<file path="config.mk">
export PLATFORM = sky130hd
export DESIGN_NAME = alarm_clock_ctrl
export DESIGN_NICKNAME = d
export VERILOG_FILES = /design/src/rtl/alarm_clock_ctrl.sv
export SDC_FILE = /design/constraint.sdc
export NUM_CORES = 1
export LEC_CHECK = 0
export ABC_AREA = 1
export CAP_MARGIN = 30
export CORE_AREA = 2 2 85 87
export DETAILED_ROUTE_END_ITERATION = 16
export DIE_AREA = 0 0 87 89
export GPL_ROUTABILITY_DRIVEN = 0
export GPL_TIMING_DRIVEN = 0
export HOLD_SLACK_MARGIN = 0.06
export PLACE_DENSITY = 0.86
export SLEW_MARGIN = 20
export SYNTH_ARGS = -nofsm -noshare
export SYNTH_HDL_FRONTEND = slang
export SYNTH_SLANG_ARGS = --single-unit
</file>
<file path="constraint.sdc">
create_clock -name i_clk -period 6.65 [get_ports i_clk]
set_clock_uncertainty 0.1 [all_clocks]
set_input_delay 0.665 -clock i_clk [delete_from_list [all_inputs] [get_ports i_clk]]
set_output_delay 0.665 -clock i_clk [all_outputs]
set_load 0.02 [all_outputs]
</file>
<file path="src/rtl/alarm_clock_ctrl.sv">
// Alarm clock user-interface sequencer: key synchronizers and debouncers, the mode FSM
// (run / set time / set alarm) with press and auto-repeat step strobes, and the
// ring / snooze / dismiss alarm FSM.
module alarm_clock_ctrl #(
  parameter int unsigned DB_CYCLES    = 500000,
  parameter int unsigned HOLD_TICKS   = 3,
  parameter int unsigned SNOOZE_TICKS = 600,
  parameter int unsigned RING_TICKS   = 120
) (
  input  logic i_clk,
  input  logic i_reset,
  input  logic i_tick_2hz,
  input  logic i_key_mode,
  input  logic i_key_adv,
  input  logic i_alarm_en,
  input  logic i_alarm_match,
  output logic o_run,
  output logic o_time_set,
  output logic o_alarm_set,
  output logic o_sthrs1min0,
  output logic o_adv_pulse,
  output logic o_ring,
  output logic o_snoozing
);

  localparam int unsigned DB_W   = $clog2(DB_CYCLES + 1);
  localparam int unsigned HOLD_W = $clog2(HOLD_TICKS + 1);
  localparam int unsigned SNZ_W  = $clog2(SNOOZE_TICKS + 1);
  localparam int unsigned RING_W = $clog2(RING_TICKS + 1);

  localparam logic [DB_W-1:0]   DB_LAST   = DB_W'(DB_CYCLES - 1);
  localparam logic [HOLD_W-1:0] HOLD_MAX  = HOLD_W'(HOLD_TICKS);
  localparam logic [SNZ_W-1:0]  SNZ_LAST  = SNZ_W'(SNOOZE_TICKS - 1);
  localparam logic [RING_W-1:0] RING_LAST = RING_W'(RING_TICKS - 1);

  localparam logic [2:0] MODE_RUN       = 3'd0;
  localparam logic [2:0] MODE_SET_T_MIN = 3'd1;
  localparam logic [2:0] MODE_SET_T_HR  = 3'd2;
  localparam logic [2:0] MODE_SET_A_MIN = 3'd3;
  localparam logic [2:0] MODE_SET_A_HR  = 3'd4;

  localparam logic [1:0] AL_IDLE    = 2'd0;
  localparam logic [1:0] AL_RINGING = 2'd1;
  localparam logic [1:0] AL_SNOOZE  = 2'd2;

  // Key lanes: index 0 = mode key, index 1 = advance/snooze key
  logic [1:0]      w_keys;
  logic [1:0]      r_sync1, r_sync2, r_level, r_level_q, r_press;
  logic [DB_W-1:0] r_db_cnt [2];

  logic              w_press_mode, w_press_adv, w_adv_level;
  logic [2:0]        r_mode, w_mode_next;
  logic              w_mode_step, w_in_set, w_repeat;
  logic [HOLD_W-1:0] r_hold_cnt;
  logic              r_adv_pulse;

  logic [1:0]        r_alarm, w_alarm_d;
  logic              r_fired, w_fired_d;
  logic [RING_W-1:0] r_ring_cnt, w_ring_cnt_d;
  logic [SNZ_W-1:0]  r_snz_cnt, w_snz_cnt_d;

  assign w_keys       = {i_key_adv, i_key_mode};
  assign w_press_mode = r_press[0];
  assign w_press_adv  = r_press[1];
  assign w_adv_level  = r_level[1];

  // Synchronize raw keys, accept a new level after DB_CYCLES equal samples, register rising edges
  always_ff @(posedge i_clk or posedge i_reset) begin
    if (i_reset) begin
      r_sync1     <= '0;
      r_sync2     <= '0;
      r_level     <= '0;
      r_level_q   <= '0;
      r_press     <= '0;
      r_db_cnt[0] <= '0;
      r_db_cnt[1] <= '0;
    end else begin
      r_sync1   <= w_keys;
      r_sync2   <= r_sync1;
      r_level_q <= r_level;
      r_press   <= r_level & ~r_level_q;
      for (int k = 0; k < 2; k++) begin
        if (r_sync2[k] == r_level[k]) begin
          r_db_cnt[k] <= '0;
        end else if (r_db_cnt[k] == DB_LAST) begin
          r_db_cnt[k] <= '0;
          r_level[k]  <= r_sync2[k];
        end else begin
          r_db_cnt[k] <= r_db_cnt[k] + 1'b1;
        end
      end
    end
  end

  // Mode presses are swallowed by the alarm FSM while it is ringing or snoozing
  assign w_mode_step = w_press_mode & (r_alarm == AL_IDLE);
  assign w_in_set    = (r_mode != MODE_RUN);
  assign w_repeat    = i_tick_2hz & w_adv_level & (r_hold_cnt == HOLD_MAX);

  // Next mode in the RUN -> SET_T_MIN -> SET_T_HR -> SET_A_MIN -> SET_A_HR -> RUN ring
  always_comb begin
    w_mode_next = r_mode;
    if (w_mode_step) begin
      case (r_mode)
        MODE_RUN:       w_mode_next = MODE_SET_T_MIN;
        MODE_SET_T_MIN: w_mode_next = MODE_SET_T_HR;
        MODE_SET_T_HR:  w_mode_next = MODE_SET_A_MIN;
        MODE_SET_A_MIN: w_mode_next = MODE_SET_A_HR;
        default:        w_mode_next = MODE_RUN;
      endcase
    end
  end

  // Mode register, hold-to-repeat counter and the merged press/repeat step strobe
  always_ff @(posedge i_clk or posedge i_reset) begin
    if (i_reset) begin
      r_mode      <= MODE_RUN;
      r_hold_cnt  <= '0;
      r_adv_pulse <= 1'b0;
    end else begin
      r_mode      <= w_mode_next;
      r_adv_pulse <= w_in_set & (w_press_adv | w_repeat);
      if (w_mode_step || !w_adv_level) begin
        r_hold_cnt <= '0;
      end else if (i_tick_2hz && (r_hold_cnt != HOLD_MAX)) begin
        r_hold_cnt <= r_hold_cnt + 1'b1;
      end
    end
  end

  // Alarm next state; fired blocks a retrigger until the matching minute has passed
  always_comb begin
    w_alarm_d    = r_alarm;
    w_fired_d    = r_fired & i_alarm_match;
    w_ring_cnt_d = r_ring_cnt;
    w_snz_cnt_d  = r_snz_cnt;
    if (w_mode_step && (w_mode_next != MODE_RUN)) begin
      w_alarm_d = AL_IDLE;
      w_fired_d = 1'b1;
    end else if (!i_alarm_en) begin
      w_alarm_d = AL_IDLE;
    end else begin
      case (r_alarm)
        AL_IDLE: begin
          if (i_alarm_match && (r_mode == MODE_RUN) && !r_fired) begin
            w_alarm_d    = AL_RINGING;
            w_ring_cnt_d = '0;
          end
        end
        AL_RINGING: begin
          if (w_press_mode) begin
            w_alarm_d = AL_IDLE;
            w_fired_d = 1'b1;
          end else if (w_press_adv) begin
            w_alarm_d   = AL_SNOOZE;
            w_snz_cnt_d = '0;
          end else if (i_tick_2hz) begin
            if (r_ring_cnt == RING_LAST) begin
              w_alarm_d = AL_IDLE;
              w_fired_d = 1'b1;
            end else begin
              w_ring_cnt_d = r_ring_cnt + 1'b1;
            end
          end
        end
        AL_SNOOZE: begin
          if (w_press_mode) begin
            w_alarm_d = AL_IDLE;
            w_fired_d = 1'b1;
          end else if (i_tick_2hz) begin
            if (r_snz_cnt == SNZ_LAST) begin
              w_alarm_d    = AL_RINGING;
              w_ring_cnt_d = '0;
            end else begin
              w_snz_cnt_d = r_snz_cnt + 1'b1;
            end
          end
        end
        default: w_alarm_d = AL_IDLE;
      endcase
    end
  end

  // Alarm state registers
  always_ff @(posedge i_clk or posedge i_reset) begin
    if (i_reset) begin
      r_alarm    <= AL_IDLE;
      r_fired    <= 1'b0;
      r_ring_cnt <= '0;
      r_snz_cnt  <= '0;
    end else begin
      r_alarm    <= w_alarm_d;
      r_fired    <= w_fired_d;
      r_ring_cnt <= w_ring_cnt_d;
      r_snz_cnt  <= w_snz_cnt_d;
    end
  end

  assign o_run        = (r_mode == MODE_RUN);
  assign o_time_set   = (r_mode == MODE_SET_T_MIN) | (r_mode == MODE_SET_T_HR);
  assign o_alarm_set  = (r_mode == MODE_SET_A_MIN) | (r_mode == MODE_SET_A_HR);
  assign o_sthrs1min0 = (r_mode == MODE_SET_T_HR) | (r_mode == MODE_SET_A_HR);
  assign o_adv_pulse  = r_adv_pulse;
  assign o_ring       = (r_alarm == AL_RINGING);
  assign o_snoozing   = (r_alarm == AL_SNOOZE);

endmodule

</file>
; ---- Word-level counts from Yosys, hierarchy flattened
; Index checks and enable logic that the tools add are counted.
[classes]
addsub = 5
eq_ne = 29
muxes = 42
bitwise_logic = 14
reduce_logical = 19
[ops]
columns = operator, count
row1 = 19-bit 2-to-1 mux, 4
row2 = 7-bit 2-to-1 mux, 8
row3 = 10-bit 2-to-1 mux, 5
row4 = 19-bit by 1-bit adder with 19-bit output (second input constant), 2
row5 = 19-bit equality test (second input constant), 2
row6 = 2-bit 2-to-1 mux, 12
row7 = 7-bit one-hot mux with 3 select lines, 1
row8 = 10-bit one-hot mux with 2 select lines, 1
row9 = 2-bit inequality test (second input constant), 8
row10 = 3-bit one-hot mux with 4 select lines, 1
row11 = 11-bit AND reduction, 1
row12 = 10-bit by 1-bit adder with 10-bit output (second input constant), 1
row13 = 10-bit equality test (second input constant), 1
row14 = 3-bit nonzero test, 3
row15 = 8-bit AND reduction, 1
row16 = 7-bit by 1-bit adder with 7-bit output (second input constant), 1
row17 = 7-bit equality test (second input constant), 1
row18 = 1-bit 2-to-1 mux, 7
row19 = 3-bit by 2-bit equality test with 1-bit output (second input constant), 2
row20 = 2-bit by 1-bit inequality test with 1-bit output (second input constant), 3
row21 = 6-bit by 2-bit inequality test with 1-bit output (second input constant), 1
row22 = 6-bit by 3-bit inequality test with 1-bit output (second input constant), 1
row23 = 2-bit one-hot mux with 3 select lines, 1
row24 = 1-bit AND, 5
row25 = 23 further kinds, 36
[totals]
register_bits = 74
input_bits = 7
output_inout_bits = 7
word_cells = 124

; ---- Depth between registers and ports, before layout
; Gate-level depths: netlist of the first run.
[logic_depth]
depth_word = 8
ltp_mapped = 13

; ---- Least setup slack after synthesis of the first run
; OpenSTA, ideal clock, no wires.
[synth_path]
path_type = register to output
start = register r_mode[0]
end = output port o_sthrs1min0
arrival_ps = 1140
required_time_ps = 5885
setup_slack_ps = 4745
stages_incl_launch_ff = 4
path_cell_list = dfrtp_1 > nor2_2 > inv_1 > o21ai_0
[synth_via]
elab_chain_cells = 2
elab_cells_between_ends = 3
cone_classes = 2 x eq/ne / 1 x bitwise
[synth_lines]
columns = element, line
row1 = from (decl), 52  ; logic [2:0] r_mode, w_mode_next;
row2 = from (signal assigned), 121  ; r_mode <= w_mode_next;
row3 = 3-bit by 2-bit equality test with 1-bit output / 3-bit equality test (equally long branches), 202  ; assign o_sthrs1min0 = (r_mode == MODE_SET_T_HR) | (r_mode == MODE_SET_A_HR);
row4 = 1-bit OR *, 202
row5 = to (decl), 20  ; output logic o_sthrs1min0,
; Every way passes the cells marked *; elsewhere a longest branch is shown, timed or not.

; ---- Worst setup path in the final report of the first run
[layout_path]
start = register r_alarm[0]
end = output port o_snoozing
[layout_via]
elab_chain_cells = 1
[layout_lines]
columns = element, line
row1 = from (decl), 57  ; logic [1:0] r_alarm, w_alarm_d;
row2 = from (signal assigned), 192  ; r_alarm <= w_alarm_d;
row3 = 2-bit equality test, 205  ; assign o_snoozing = (r_alarm == AL_SNOOZE);
row4 = to (decl), 23  ; output logic o_snoozing
; Every way passes these cells.

==> results of run 1 <==
-- state kept, by name (all words and copies together) (netlist names) --
signal and flops:
r_level 2, r_snz_cnt 10, r_level_q 2, r_db_cnt 38
r_mode 3, o_adv_pulse 1, r_ring_cnt 7, r_hold_cnt 2
r_fired 1, r_press 2, r_sync1 2, r_alarm 2
r_sync2 2
-- kinds of logic after synthesis --
logic type	count (synthesis)	share of synthesized area, %
AND/OR/NAND/NOR	328	35.8
buffers and inverters	80	7.43
flip-flops	74	42.3
AO/OA/AOI/OAI	48	6.86
XOR/XNOR	25	5.00
adder cells (fa/ha/maj)	9	2.57
-- worst max-delay path: stages, from the launching register on --
cell	delay, ns
dfrtp_1	0.42
inv_1	0.09
ha_1	0.39
clkdlybuf4s50_1	0.68
-- metal layers --
layer | vias to the layer above | track usage [%]
li1 | 1879 | -
met1 | 1797 | 33.9
met2 | 145 | 43.2
met3 | 30 | 4.71
met4 | 0 | 10.2
met5 | - | 0
-- where the power goes --
group | leakage [nW] | switching (W) | internal, W | total (W)
Sequential | 1.02 | 0.0000162 | 0.000465 | 0.000481
Clock | 0.101 | 0.000156 | 0.000188 | 0.000345
Combinational | 1.01 | 0.000102 | 0.0000520 | 0.000154
-- final cells by class --
cell class | instances | area (sq um)
buffer | 3 | 28.8
fill | 490 | 1890
clock buffer | 11 | 151
timing repair buffer | 14 | 158
clock inverter | 3 | 40.0
tap | 80 | 100
multi-input combinational | 410 | 2200
inverter | 77 | 299
sequential | 74 | 1850
-- cell usage after synthesis --
cell type	number	area share, %
inv_4	1	0.14
nor2_2	2	0.29
a21oi_1	7	0.80
inv_1	72	6.2
o21ai_1	1	0.11
nand3_2	1	0.23
o21ai_4	1	0.37
a31o_2	1	0.20
inv_6	1	0.20
a31oi_1	2	0.29
o21ai_0	24	2.7
o21a_1	1	0.17
a21o_1	1	0.17
inv_2	2	0.17
nor2_4	4	1.0
or2_2	1	0.14
nand2_4	3	0.77
nand4_4	1	0.49
nand3b_1	2	0.34
clkbuf_1	1	0.086
or2_4	1	0.20
nor3_1	29	3.3
nand3_1	31	3.5
nor2_1	93	8.0
nand4_1	26	3.7
o21ai_2	8	1.6
nor3b_1	5	0.86
xor2_1	24	4.8
clkinv_1	1	0.086
dfrtp_1	74	42
o2111ai_1	1	0.20
nor3b_2	2	0.57
nor3_2	1	0.23
buf_12	1	0.46
nand2_1	109	9.4
nand2_2	11	1.6
nor2_8	1	0.46
a21oi_2	1	0.20
ha_1	9	2.6
xnor2_1	1	0.20
nor4_1	5	0.71
buf_2	1	0.11
-- worst min path at each step --
stage / from / endpoint / cells past startpoint
final: r_sync1[0]$_DFF_PP0_ / r_sync2[0]$_DFF_PP0_ / 0
after global routing: r_sync1[0]$_DFF_PP0_ / r_sync2[0]$_DFF_PP0_ / 0
after CTS: r_sync1[0]$_DFF_PP0_ / r_sync2[0]$_DFF_PP0_ / 0
after detailed placement: r_sync1[0]$_DFF_PP0_ / r_sync2[0]$_DFF_PP0_ / 0
after global placement: r_sync1[0]$_DFF_PP0_ / r_sync2[0]$_DFF_PP0_ / 0
after floorplan: r_sync1[0]$_DFF_PP0_ / r_sync2[0]$_DFF_PP0_ / 0
-- through the flow --
| stage | power (W) | instances | cell area (sq um) |
|---|---|---|---|
| global placement | 0.000634 | 657 | 4610 |
| floorplan | 0.000600 | 564 | 4380 |
| CTS | 0.000988 | 672 | 4830 |
| global route | 0.00103 | 672 | 4830 |
| finish | 0.000980 | 672 | 4830 |
| detailed placement | 0.000643 | 658 | 4640 |
-- cells in the final DEF, fill, tap and decap left out, drive strengths merged --
cell and count:
ha 9, nand4 27, nor3 30, inv 76
nor2 100, nor4 5, nor3b 7, o21a 1
or2 2, nand2 123, clkbuf 12, nand3 32
a21o 1, xor2 24, a21oi 8, clkdlybuf4s50 13
dfrtp 74, bufinv 1, buf 3, clkinv 3
a31oi 2, xnor2 1, o21ai 34, a31o 1
nand3b 2, o2111ai 1
==> results.md, run 1 <==
- Met2 wire len: 4.52 mm
- Final Cycle Share: 40.4%
- Critical path peak fanout: 8
- Die span in y: 89 um
- Final min period: 2.69 ns
- Total Neg Setup Slack: 0 ns
- Post-route ant nets: 0
- Reg-to-reg critical path endpoint: r_ring_cnt[2]$_DFFE_PP0P_
- Num ports: 14
- Post-Syn Area: 4380 sq um
- RSZ-0062 raised after global routing: no
- First DRT Iteration DRCs: 233
- Highest Clock Rate: 372 MHz
- Power Density: 203 nW/um^2
- R2R depth: 7
- Worst-path clk slew: 0.08 ns
- Setup ws final: 3.96 ns
- Layout cells sized above 1: 10.3%
- Worst setup path end: o_snoozing
- DR WL/cell: 13.6 um
- Crit path capture type: output pin
- #FFs+latches synth: 74
- Place WS: 4.21 ns
- Min-delay worst type: register to register
- CP arrival: 1.92 ns
- Hpwl dp: 6.60 mm
- CTS tree: done
- Die X: 87 um
- Crit Path Class: register to output pin
- Detailed-route DRC error count: 0
- First-pass GRT wire length: 16.2 mm
- Relative slew margins: 68.4%
- Setup-failing EPs final: 0
- Largest net degree at the start of global routing: 61
- Row Count: 30
- FF-to-FF Start: r_alarm[1]$_DFFE_PP0P_
- Via count: 3851
- GRT Total Usage: 26.0%
- Port bufs: 13
- Final Hold Vio Count: 0
- CTS Root Cell: clkbuf_8
- Post-Route Utilization: 71.8%
- Post-Route M1 WL: 3.89 mm
- Clk_lat worst skew: 0.35 ns
- Slew @ Worst Pin: 0.474 ns
- Worst EP required: 5.88 ns
- Routed WL: 9.13 mm
- Distinct cell type count after synthesis: 42
- CTS buffer count: 9
- Clock sink count: 74
- Peak supply drop: 0.142 mV
- Yosys Warn Count: 0
- Top sig layer: met4
- Status: finished, final reports clean
- Worst reg2reg setup slack: 4.61 ns
- GRT overflow: 0
- CTS max path bufs: 2
- CTS hold repair buffers: 0
- Drt pass-1 iters: 7
- # H-tree levels: 3
- Initial Utilization: 65.1%
- Die ar.: 7740 sq um
- # resized after CTS: 0
- Vias in the first global route: 3746
- Worst setup path startpoint: r_alarm[0]$_DFFE_PP0P_
- Area growth, synth to finish: 10.3%
- Final Slew Violations: 0
- Initial antenna violation count: 0
- Hold WS: 0.245 ns
- Metal3 WL: 506 um
- Synthesized area per cell: 7.76 sq um
- Synth Net Count: 580
- Vias/cell: 5.73
- Core region area: 6720 sq um
- Nets: 605
- Seq/Total Area, Yosys: 42.3%
- Max cap viols: 0
- Mapped Cells: 564
- Leakage: 2.12 nW
- Post-CTS Setup Inserts: 0
- Number of diodes: 0
- Startpoint Class: register
Power figures use the tool's default switching activity.
==> inputs of run 2 (changes only) <==
Settings changed: CORE_AREA 2 2 85 87 to 2 2 88 90, DIE_AREA 0 0 87 89 to 0 0 90 92, PLACE_DENSITY 0.86 to 0.81.
Clock period 6.65 ns to 2.6 ns, I/O delays scaled along.
==> results.md, run 2 (synthesis gave the netlist of run 1 again) <==
- Status: finished, final reports clean
- Power Density: 521 nW/um^2
- Largest net degree at the start of global routing: 39
- Row Count: 32
- Worst EP required: 2.24 ns
- Final Hold Vio Count: 0
- Placed cells: 680
- Hold WS: 0.183 ns
- Detailed-route DRC error count: 0
- Number of diodes: 0
- Drt pass-1 iters: 5
- Setup-failing EPs final: 0
- Peak supply drop: 0.392 mV
- Critical path peak fanout: 8
- Met1 Use GR: 28.9%
- Area growth, synth to finish: 11.0%
- Hpwl dp: 6.48 mm
- GRT Total Usage: 23.4%
- CTS hold repair buffers: 0
- Leakage: 2.12 nW
- Place WS: 0.592 ns
- Initial Utilization: 58.8%
- Layout cells sized above 1: 10.6%
- RSZ-0062 raised after global routing: no
- Clk_lat worst skew: 0.35 ns
- Biggest register: r_db_cnt
- Grt met2 use: 39.5%
- Post-route ant nets: 0
- Via count: 3824
- Post-Layout Cell Count: 696
- CTS buffer count: 9
- Die X: 90 um
- Die span in y: 92 um
- Crit Path Class: register to output pin
- Worst reg2reg setup slack: 0.52 ns
- First DRT Iteration DRCs: 182
- Relative slew margins: 67.5%
- Met3 Track Usage GR: 3.94%
- Initial antenna violation count: 0
- Post-CTS Setup Inserts: 0
- FF-to-FF Start: r_alarm[1]$_DFFE_PP0P_
- CP arrival: 1.94 ns
- Die ar.: 8280 sq um
- Vias in the first global route: 3805
- Placed cell area: 4660 sq um
- Top flop regs: r_db_cnt x38, r_snz_cnt x10, r_ring_cnt x7
- CTS max path bufs: 2
- Slew @ Worst Pin: 0.487 ns
- GRT overflow: 0
- Max cap viols: 0
- Final Cycle Share: 88.4%
- CTS Root Cell: clkbuf_8
- Core region area: 7450 sq um
- Highest Clock Rate: 435 MHz
- Setup ws final: 0.303 ns
- Worst setup path startpoint: r_alarm[0]$_DFFE_PP0P_
- R2R depth: 7
- First-pass GRT wire length: 15.9 mm
- Nets: 605
- Post-route cell area: 4860 sq um
- Startpoint Class: register
- Worst-path clk slew: 0.08 ns
- Final min period: 2.30 ns
- Clock sink count: 74
- CTS tree: done
- # resized after CTS: 0
- Total Neg Setup Slack: 0 ns
- Num ports: 14
- Vias/cell: 5.49
- Port bufs: 13
- Commonest cells after routing, fill and taps aside: 109 x nand2_1, 93 x nor2_1, 74 x dfrtp_1
- Min-delay worst type: input port to asynchronous set/reset pin
- Final Slew Violations: 0
- Crit path capture type: output pin
- # H-tree levels: 3
- Gr busiest metal: met2
- Commonest non-fill, non-tap cell in the layout: nand2_1
- Max reg flops: 38
- DR WL/cell: 12.9 um
- Routed WL: 8.96 mm
- Reg-to-reg critical path endpoint: r_ring_cnt[6]$_DFFE_PP0P_
==> run 2: metrics by stage <==
step	total power, W	util, %
finish	0.00253	65.2
global route	0.00266	65.2
CTS	0.00256	65.2
detailed placement	0.00164	62.5
global placement	0.00163	62.2
floorplan	0.00154	-
==> run 2: critical path: stages (launching register included) <==
cell	delay [ns]
dfrtp_1	0.42
inv_1	0.09
ha_1	0.39
clkdlybuf4s50_1	0.68
==> run 2: worst max-delay path by stage <==
| stage | to | depth (start not counted) |
|---|---|---|
| final | o_snoozing | 3 |
| after global routing | o_snoozing | 3 |
| after CTS | o_snoozing | 3 |
| after detailed placement | r_ring_cnt[5]$_DFFE_PP0P_ | 7 |
| after global placement | r_ring_cnt[4]$_DFFE_PP0P_ | 2 |
| after floorplan | o_adv_pulse$_DFF_PP0_ | 1 |
==> run 2: layer usage <==
layer	vias up	part of all wire, %
met5	-	0
met4	0	2.8
met3	27	4.5
met2	122	48
met1	1799	45
li1	1876	-
==> run 2: cell type report <==
class                           instances  area [sq um]
Fill cell                             622          2590
Multi-Input combinational cell        410          2200
Sequential cell                        74          1850
Inverter                               77           299
Timing Repair Buffer                   14           150
Clock buffer                           10           138
Tap cell                              102           128
Clock inverter                          6          65.1
Buffer                                  3          28.8
==> run 2: power by group <==
group / leakage [nW] / internal (W) / switching [W]
Clock: 0.103 / 0.000471 / 0.000438
Combinational: 1.00 / 0.000133 / 0.000262
Sequential: 1.02 / 0.00119 / 0.0000401
==> inputs of run 3 (changes only) <==
Settings changed: SLEW_MARGIN 20 to not set.
==> results.md, run 3 (synthesis gave the netlist of run 1 again) <==
- CTS tree: done
- Final min period: 2.28 ns
- Crit path largest cell delay: 0.68 ns
- Vias in the first global route: 3698
- First DRT Iteration DRCs: 191
- Startpoint Class: register
- Slowest stage cell, crit path: clkdlybuf4s50_1
- Commonest cells after routing, fill and taps aside: 109 x nand2_1, 93 x nor2_1, 74 x dfrtp_1
- Max cap viols: 0
- Row Count: 32
- Total Neg Setup Slack: 0 ns
- CTS max path bufs: 2
- Commonest non-fill, non-tap cell in the layout: nand2_1
- Filler cells: 653
- CTS buffer count: 9
- Worst reg2reg setup slack: 0.58 ns
- FF-to-FF Start: r_alarm[1]$_DFFE_PP0P_
- Crit path buf inv count: 2
- Area growth, synth to finish: 10.0%
- Slew @ Worst Pin: 0.869 ns
- Crit Path Class: register to output pin
- Reg area: 1850 sq um
- Number of diodes: 0
- Leakage: 2.10 nW
- Initial Utilization: 58.8%
- First-pass GRT wire length: 15.6 mm
- Via count: 3785
- Core region area: 7450 sq um
- CTS Root Cell: clkbuf_8
- Power Density: 505 nW/um^2
- Clock sink count: 74
- Biggest register: r_db_cnt
- Max reg flops: 38
- DR WL/cell: 12.5 um
- # H-tree levels: 3
- Layout cells sized above 1: 10.5%
- # resized after CTS: 0
- Crit path capture type: output pin
- Min-delay src: r_sync1[0]$_DFF_PP0_
- Clk_lat worst skew: 0.34 ns
- Vias/cell: 5.45
- Post-route ant nets: 0
- Worst-path cell chain: inv_1, ha_1, clkdlybuf4s50_1
- CTS hold repair buffers: 0
- Critical path peak fanout: 8
- Hpwl dp: 6.41 mm
- Min-delay worst type: register to register
- Reg-to-reg critical path endpoint: r_ring_cnt[6]$_DFFE_PP0P_
- Final Hold Vio Count: 0
- Status: finished, final reports clean
- Nets: 604
- Port bufs: 13
- Area of the multi-input gates: 2200 sq um
- GRT Total Usage: 22.7%
- Final Cycle Share: 87.9%
- Hold endpoint: r_sync2[0]$_DFF_PP0_
- Worst EP required: 2.24 ns
- Top delay family on crit path: buffers and inverters
- R2R depth: 7
- GRT overflow: 0
- Largest net degree at the start of global routing: 75
- Die X: 90 um
- RSZ-0062 raised after global routing: no
- Setup-failing EPs final: 0
- CP arrival: 1.92 ns
- Highest Clock Rate: 438 MHz
- Post-Route Utilization: 64.7%
- Worst-path clk slew: 0.08 ns
- Die ar.: 8280 sq um
- Num ports: 14
- Drt pass-1 iters: 5
- Peak supply drop: 0.488 mV
- Routed WL: 8.71 mm
- Relative slew margins: 42.1%
- Final Slew Violations: 0
- Post-CTS Setup Inserts: 0
- Die span in y: 92 um
- Hold depth: 0
- Detailed-route DRC error count: 0
- Top flop regs: r_db_cnt x38, r_snz_cnt x10, r_ring_cnt x7
- Initial antenna violation count: 0
## run 3: cell count changes in the layout (fill, tap and decap cells not counted)
cell        before  now
clkinvlp_4       1    3
clkinv_4         1    0
bufinv_16        1    0
buf_12           2    1
## run 3: layout make-up
class	count	share of cell area, %
Sequential cell	74	38.5
Clock inverter	6	0.858
Tap cell	102	2.65
Multi-Input combinational cell	410	45.7
Timing Repair Buffer	13	2.70
Clock buffer	10	2.86
Buffer	3	0.598
Inverter	77	6.21
## run 3: worst register-to-register path, cell delays in order, from the launching register on
cell and delay [ns]:
dfrtp_1 0.42, inv_1 0.09, ha_1 0.30, clkinv_1 0.32, o21ai_2 0.49, nor2_8 0.07, nand2_1 0.07, nand2_1 0.05
## run 3: report_power, final
group / internal (W) / total, W / switching, W
registers: 0.00119 / 0.00123 / 0.0000402
logic: 0.000129 / 0.000385 / 0.000256
clock network: 0.000372 / 0.000815 / 0.000443
total: 0.00169 / 0.00243 / 0.000740
## run 3: routing by layer
metal,vias to the layer above,track usage (%),part of all wire (%)
met5,-,0,0
met4,0,8.59,1.4
met1,1780,28.8,46
li1,1876,-,-
met2,113,38.9,48
met3,16,3.94,5.0
## run 3: worst max-delay path by stage
stage | start | endpoint | slack (ns) | cells after the start
2_1_floorplan | i_reset | o_adv_pulse$_DFF_PP0_ | 0.36 | 1
3_3_place_gp | i_reset | r_ring_cnt[4]$_DFFE_PP0P_ | -0.82 | 2
3_5_place_dp | r_alarm[1]$_DFFE_PP0P_ | r_ring_cnt[0]$_DFFE_PP0P_ | 0.59 | 7
4_1_cts | r_alarm[0]$_DFFE_PP0P_ | o_snoozing | 0.29 | 3
5_1_grt | r_alarm[0]$_DFFE_PP0P_ | o_snoozing | 0.18 | 3
6_report | r_alarm[0]$_DFFE_PP0P_ | o_snoozing | 0.32 | 3
## run 3: per-stage QoR
step / power, W / std cells / area, sq um / worst slack [ns] / hold slack (ns)
2_1_floorplan: 0.00154 / 564 / 4380 / 0.358 / 0.191
3_3_place_gp: 0.00163 / 679 / 4630 / -0.816 / 0.237
3_5_place_dp: 0.00164 / 679 / 4640 / 0.591 / 0.237
4_1_cts: 0.00245 / 695 / 4810 / 0.294 / 0.249
5_1_grt: 0.00256 / 695 / 4810 / 0.180 / 0.240
6_report: 0.00243 / 695 / 4810 / 0.315 / 0.252
==> RTL change 1 (flow settings as in run 2) <==
Reset style: synchronous (`i_reset`), changed in 3 clocked blocks.
--- a/src/rtl/alarm_clock_ctrl.sv
+++ b/src/rtl/alarm_clock_ctrl.sv
@@ -67,3 +67,3 @@
   // Synchronize raw keys, accept a new level after DB_CYCLES equal samples, register rising edges
-  always_ff @(posedge i_clk or posedge i_reset) begin
+  always_ff @(posedge i_clk) begin
     if (i_reset) begin
@@ -114,3 +114,3 @@
   // Mode register, hold-to-repeat counter and the merged press/repeat step strobe
-  always_ff @(posedge i_clk or posedge i_reset) begin
+  always_ff @(posedge i_clk) begin
     if (i_reset) begin
@@ -184,3 +184,3 @@
   // Alarm state registers
-  always_ff @(posedge i_clk or posedge i_reset) begin
+  always_ff @(posedge i_clk) begin
     if (i_reset) begin
Check against the original RTL: differs if i_reset is asserted again (counterexample within 4 cycles, from zero or initial values and one cycle with i_reset high); with i_reset held inactive, the same outputs for 10 cycles.
==> RTL change 1 against run 2 <==
Wire length is 9.7% lower; worst setup slack better by 24 ps; critical endpoint is now o_sthrs1min0; count of clock-buffer cells in the layout is 1 higher; cell area is 2.6% lower; synthesized area is 5.2% lower; register-to-register slack better by 120 ps; sequential cell count stayed put; global-route usage is 2.5 points lower; largest cell class unchanged; hold slack worse by 77 ps.
Power is not compared: it rests on default switching activity, and its combinational part moved more than twofold at a synthesized area within 25%.
==> RTL change 1: results (changes against run 2) <==
htree depth=3 (unchanged); metal3 WL=280 microns (-31%); Final HPWL DP=6.06 mm (-6.5%); met2 wire length=4.01 mm (-6.2%); fin crit period=2270 ps (-24.0 ps); status=finished, final reports clean; first-pass GRT wire length=14.1 mm (-11%); Seq/Total Area, Yosys=0.449 (+0.0256); Arr. time, crit path=1910 ps (-30 ps); Post-synth ARST share=0 (-1.00); Vias per Instance=5.00 (-8.9%); Placement Setup Slack=614 ps (+21.1 ps); Hold Path Class=in -> reg; dpl cell area=0.00453 sq mm (-2.6%); vias in the first global route=3464 (-9.0%); largest net degree at the start of global routing=14 (-64%); Final nets=616 (+1.8%); Filler Cells Inserted=660 (+6.1%); Synth area leaders=edfxtp_1, dfxtp_1, nand2_1, nor2_1, inv_1; max incr delay on CP=650 ps (-30 ps); PortBufs=12 (-1); drt wl/cell=11.4 microns (-11%); utilization after layout=0.635 (-0.0170); ys flop type=edfxtp_1; most instantiated cells after synthesis=nand2_1, nor2_1, inv_1, edfxtp_1, dfxtp_1; DRT met1 WL=3.59 mm (-11%); CP Max Fanout=5 (-3); layout cells sized above 1=0.0810 (-0.0251); Yosys cell types=38 (-9.5%)
[RTL change 1: changes by cell type after synthesis, moves of 7 or more]
cell,change
nor3_1,-14
dfrtp_1,-74
edfxtp_1,+38
xnor2_1,+7
o21ai_0,-9
dfxtp_1,+36
a21oi_1,+25
inv_1,-12
o21ai_2,-8
nor2_1,+8
nand4_1,-13
xor2_1,-7
[RTL change 1: logic make-up (layout without fill, tap and decap cells)]
| family | count (synthesis) | in the layout | synth area share |
|---|---|---|---|
| flip-flops | 74 | 74 | 0.449 |
| AND/OR/NAND/NOR | 301 | 301 | 0.322 |
| adder cells (fa/ha/maj) | 9 | 9 | 0.0271 |
| other | 1 | 38 | 0.000904 |
| AO/OA/AOI/OAI | 58 | 58 | 0.0781 |
| XOR/XNOR | 25 | 25 | 0.0528 |
| buffers and inverters | 72 | 100 | 0.0697 |
[RTL change 1: power by group]
group,internal [uW],switching [uW]
clock network,432,448
registers,1260,31.9
logic,67.7,121
[RTL change 1: final timing paths]
kind / endpoint / startpoint / slack [ps] / cells past startpoint
max: o_sthrs1min0 / r_mode[0] / 330 / 3
min: r_press[0] / i_reset / 110 / 2
max reg2reg: r_db_cnt[0][6] / r_db_cnt[0][0] / 640 / 7
min reg2reg: r_press[1] / r_level_q[1] / 300 / 1
[RTL change 1: worst max-delay path, delay by kind of cell (launching register included)]
kind | cells | cell delay [ps]
flops | 1 | 350
buf+inv | 1 | 650
compound gates | 1 | 230
simple gates | 1 | 330
[RTL change 1: stage by stage]
stage          cells  hold WS (ps)
2_1_floorplan    577           267
3_3_place_gp     691           279
3_5_place_dp     691           292
4_1_cts          707          96.2
5_1_grt          707           111
6_report         707           106
[RTL change 1: cell type report]
class | count | area share
Tap cell | 102 | 0.0270
Sequential cell | 74 | 0.393
Buffer | 8 | 0.0103
Timing Repair Buffer | 12 | 0.0254
Clock inverter | 5 | 0.00740
Inverter | 64 | 0.0508
Clock buffer | 11 | 0.0344
Multi-Input combinational cell | 431 | 0.451
[RTL change 1: routing by layer]
layer,track usage,up-vias
met3,0.0477,20
met2,0.372,92
met5,0,-
met1,0.235,1589
met4,0.104,0
li1,-,1836
==> RTL change 2 (flow settings as in run 2) <==
Without the edit above. The parameter `RING_TICKS` goes from 120 to 60.
--- a/src/rtl/alarm_clock_ctrl.sv
+++ b/src/rtl/alarm_clock_ctrl.sv
@@ -7,3 +7,3 @@
   parameter int unsigned SNOOZE_TICKS = 600,
-  parameter int unsigned RING_TICKS   = 120
+  parameter int unsigned RING_TICKS   = 60
 ) (
Behaviour: no difference found for any inputs over 10 cycles, from zero or initial values and one cycle with i_reset high; that may be too few to reach the edited logic, so the function may still have changed.
==> RTL change 2 against run 2 <==
Worst setup slack better by 35 ps; cell area down 2.5%; synthesized area down 3.9%; wire length down 0.97%; final cell count down 0.14%; die area unchanged; sequential cell count down 1; power up 3.1%; clock power up 18%; sequential share of layout area up 0.46 points; largest cell class unchanged.
==> RTL change 2: results (changes against run 2) <==
Arr. time, crit path=1900 ps (-40 ps); DRT iter0 DRCs=270 (+48%); Final nets=604 (-0.17%); final WL=8.87 mm (-0.97%); flop2flop setup slack=470 ps (-50 ps); Final HPWL DP=6.45 mm (-0.45%); via count=3722 (-2.7%); dpl cell area=0.00449 sq mm (-3.5%); max incr delay on CP=650 ps (-30 ps); Seq/Total Area, Yosys=0.434 (+0.0112); xor/xnor share of the synthesized area=0.0437 (-0.00631); Post-Syn Nets=579 (-0.17%); first-pass GRT wire length=15.6 mm (-2.3%); status=finished, final reports clean; Synth Area in Compound Gates=0.0640 (-0.00466); vias in the first global route=3669 (-3.6%); largest net degree at the start of global routing=54 (+38%); switching part of the total=0.265 (-0.0271); relative slew slack=0.677 (+0.00150); adder-cell share of the synthesized area=0.0268 (+0.00104); Clock transition at path regs=80 ps (about the same); leakage=0.00210 uW (-1.1%); RR Endpoint=r_ring_cnt[5]; WHS=110 ps (-73.4 ps); Worst Reg2Reg Path Length in Cells=10 (+3); Filler Cells Inserted=633 (+1.8%); gr usage total=0.231 (-0.00331); CP Max Fanout=5 (-3); biggest regs=r_db_cnt x38, r_snz_cnt x10, r_ring_cnt x6; clock buffer depth=2 (unchanged); PortBufs=13 (unchanged); Peak VDD IR=0.000333 V (-15%); most instantiated cells after synthesis=nand2_1, nor2_1, inv_1, dfrtp_1, nand3_1; Synth area leaders=dfrtp_1, nand2_1, nor2_1, inv_1, nand3_1; Yosys cell types=34 (-19%); worst r2r src=r_alarm[0]; layout cells sized above 1=0.0843 (-0.0217)
## RTL change 2: worst reg2reg max path: cells and delay by family (launching register included)
family	cells	cell delay, ps
fa+ha+maj	1	210
flops	1	410
buf+inv	3	400
simple gates	4	640
compound gates	2	300
## RTL change 2: area by class of cell
cell class                      instances  area (sq um)  area share
Multi-Input combinational cell        403          2040       0.430
Sequential cell                        73          1830       0.386
Inverter                               82           313      0.0661
Timing Repair Buffer                   14           158      0.0333
Tap cell                              102           128      0.0269
Clock buffer                            9           124      0.0262
Clock inverter                          7           119      0.0251
Buffer                                  5          30.0     0.00634
## RTL change 2: power by group through the flow
stage,clock (uW),sequential (uW),combinational (uW)
2_1_floorplan,0,1220,237
3_3_place_gp,0,1230,308
3_5_place_dp,0,1230,326
4_1_cts,1100,1210,326
5_1_grt,1140,1220,370
6_report,1070,1210,327
## RTL change 2: how the worst max path moves through the flow
| stage | from | end | slack (ps) | cells after the start |
|---|---|---|---|---|
| floorplan | i_reset | o_adv_pulse | 390 | 1 |
| global placement | i_reset | r_db_cnt[13] | -810 | 2 |
| detailed placement | r_alarm[0] | r_ring_cnt[5] | 530 | 9 |
| CTS | r_mode[0] | o_sthrs1min0 | 330 | 4 |
| global route | r_mode[1] | o_alarm_set | 200 | 5 |
| finish | r_mode[0] | o_sthrs1min0 | 340 | 4 |
## RTL change 2: cell families after synthesis
group,after synthesis
compound gates,49
simple gates,324
xor+xnor,21
fa+ha+maj,9
flops,73
buf+inv,87
## RTL change 2: through the flow
step	setup WS, ps	TNS, ps	cells
floorplan	387	0	563
global placement	-805	-58420	678
detailed placement	532	0	679
CTS	329	0	695
global route	197	0	695
finish	337	0	695
## RTL change 2: per-layer routing
metal,GRT usage,share of wire
met3,0.0419,0.037
met2,0.393,0.49
met4,0.108,0.018
met5,0,0
met1,0.285,0.45
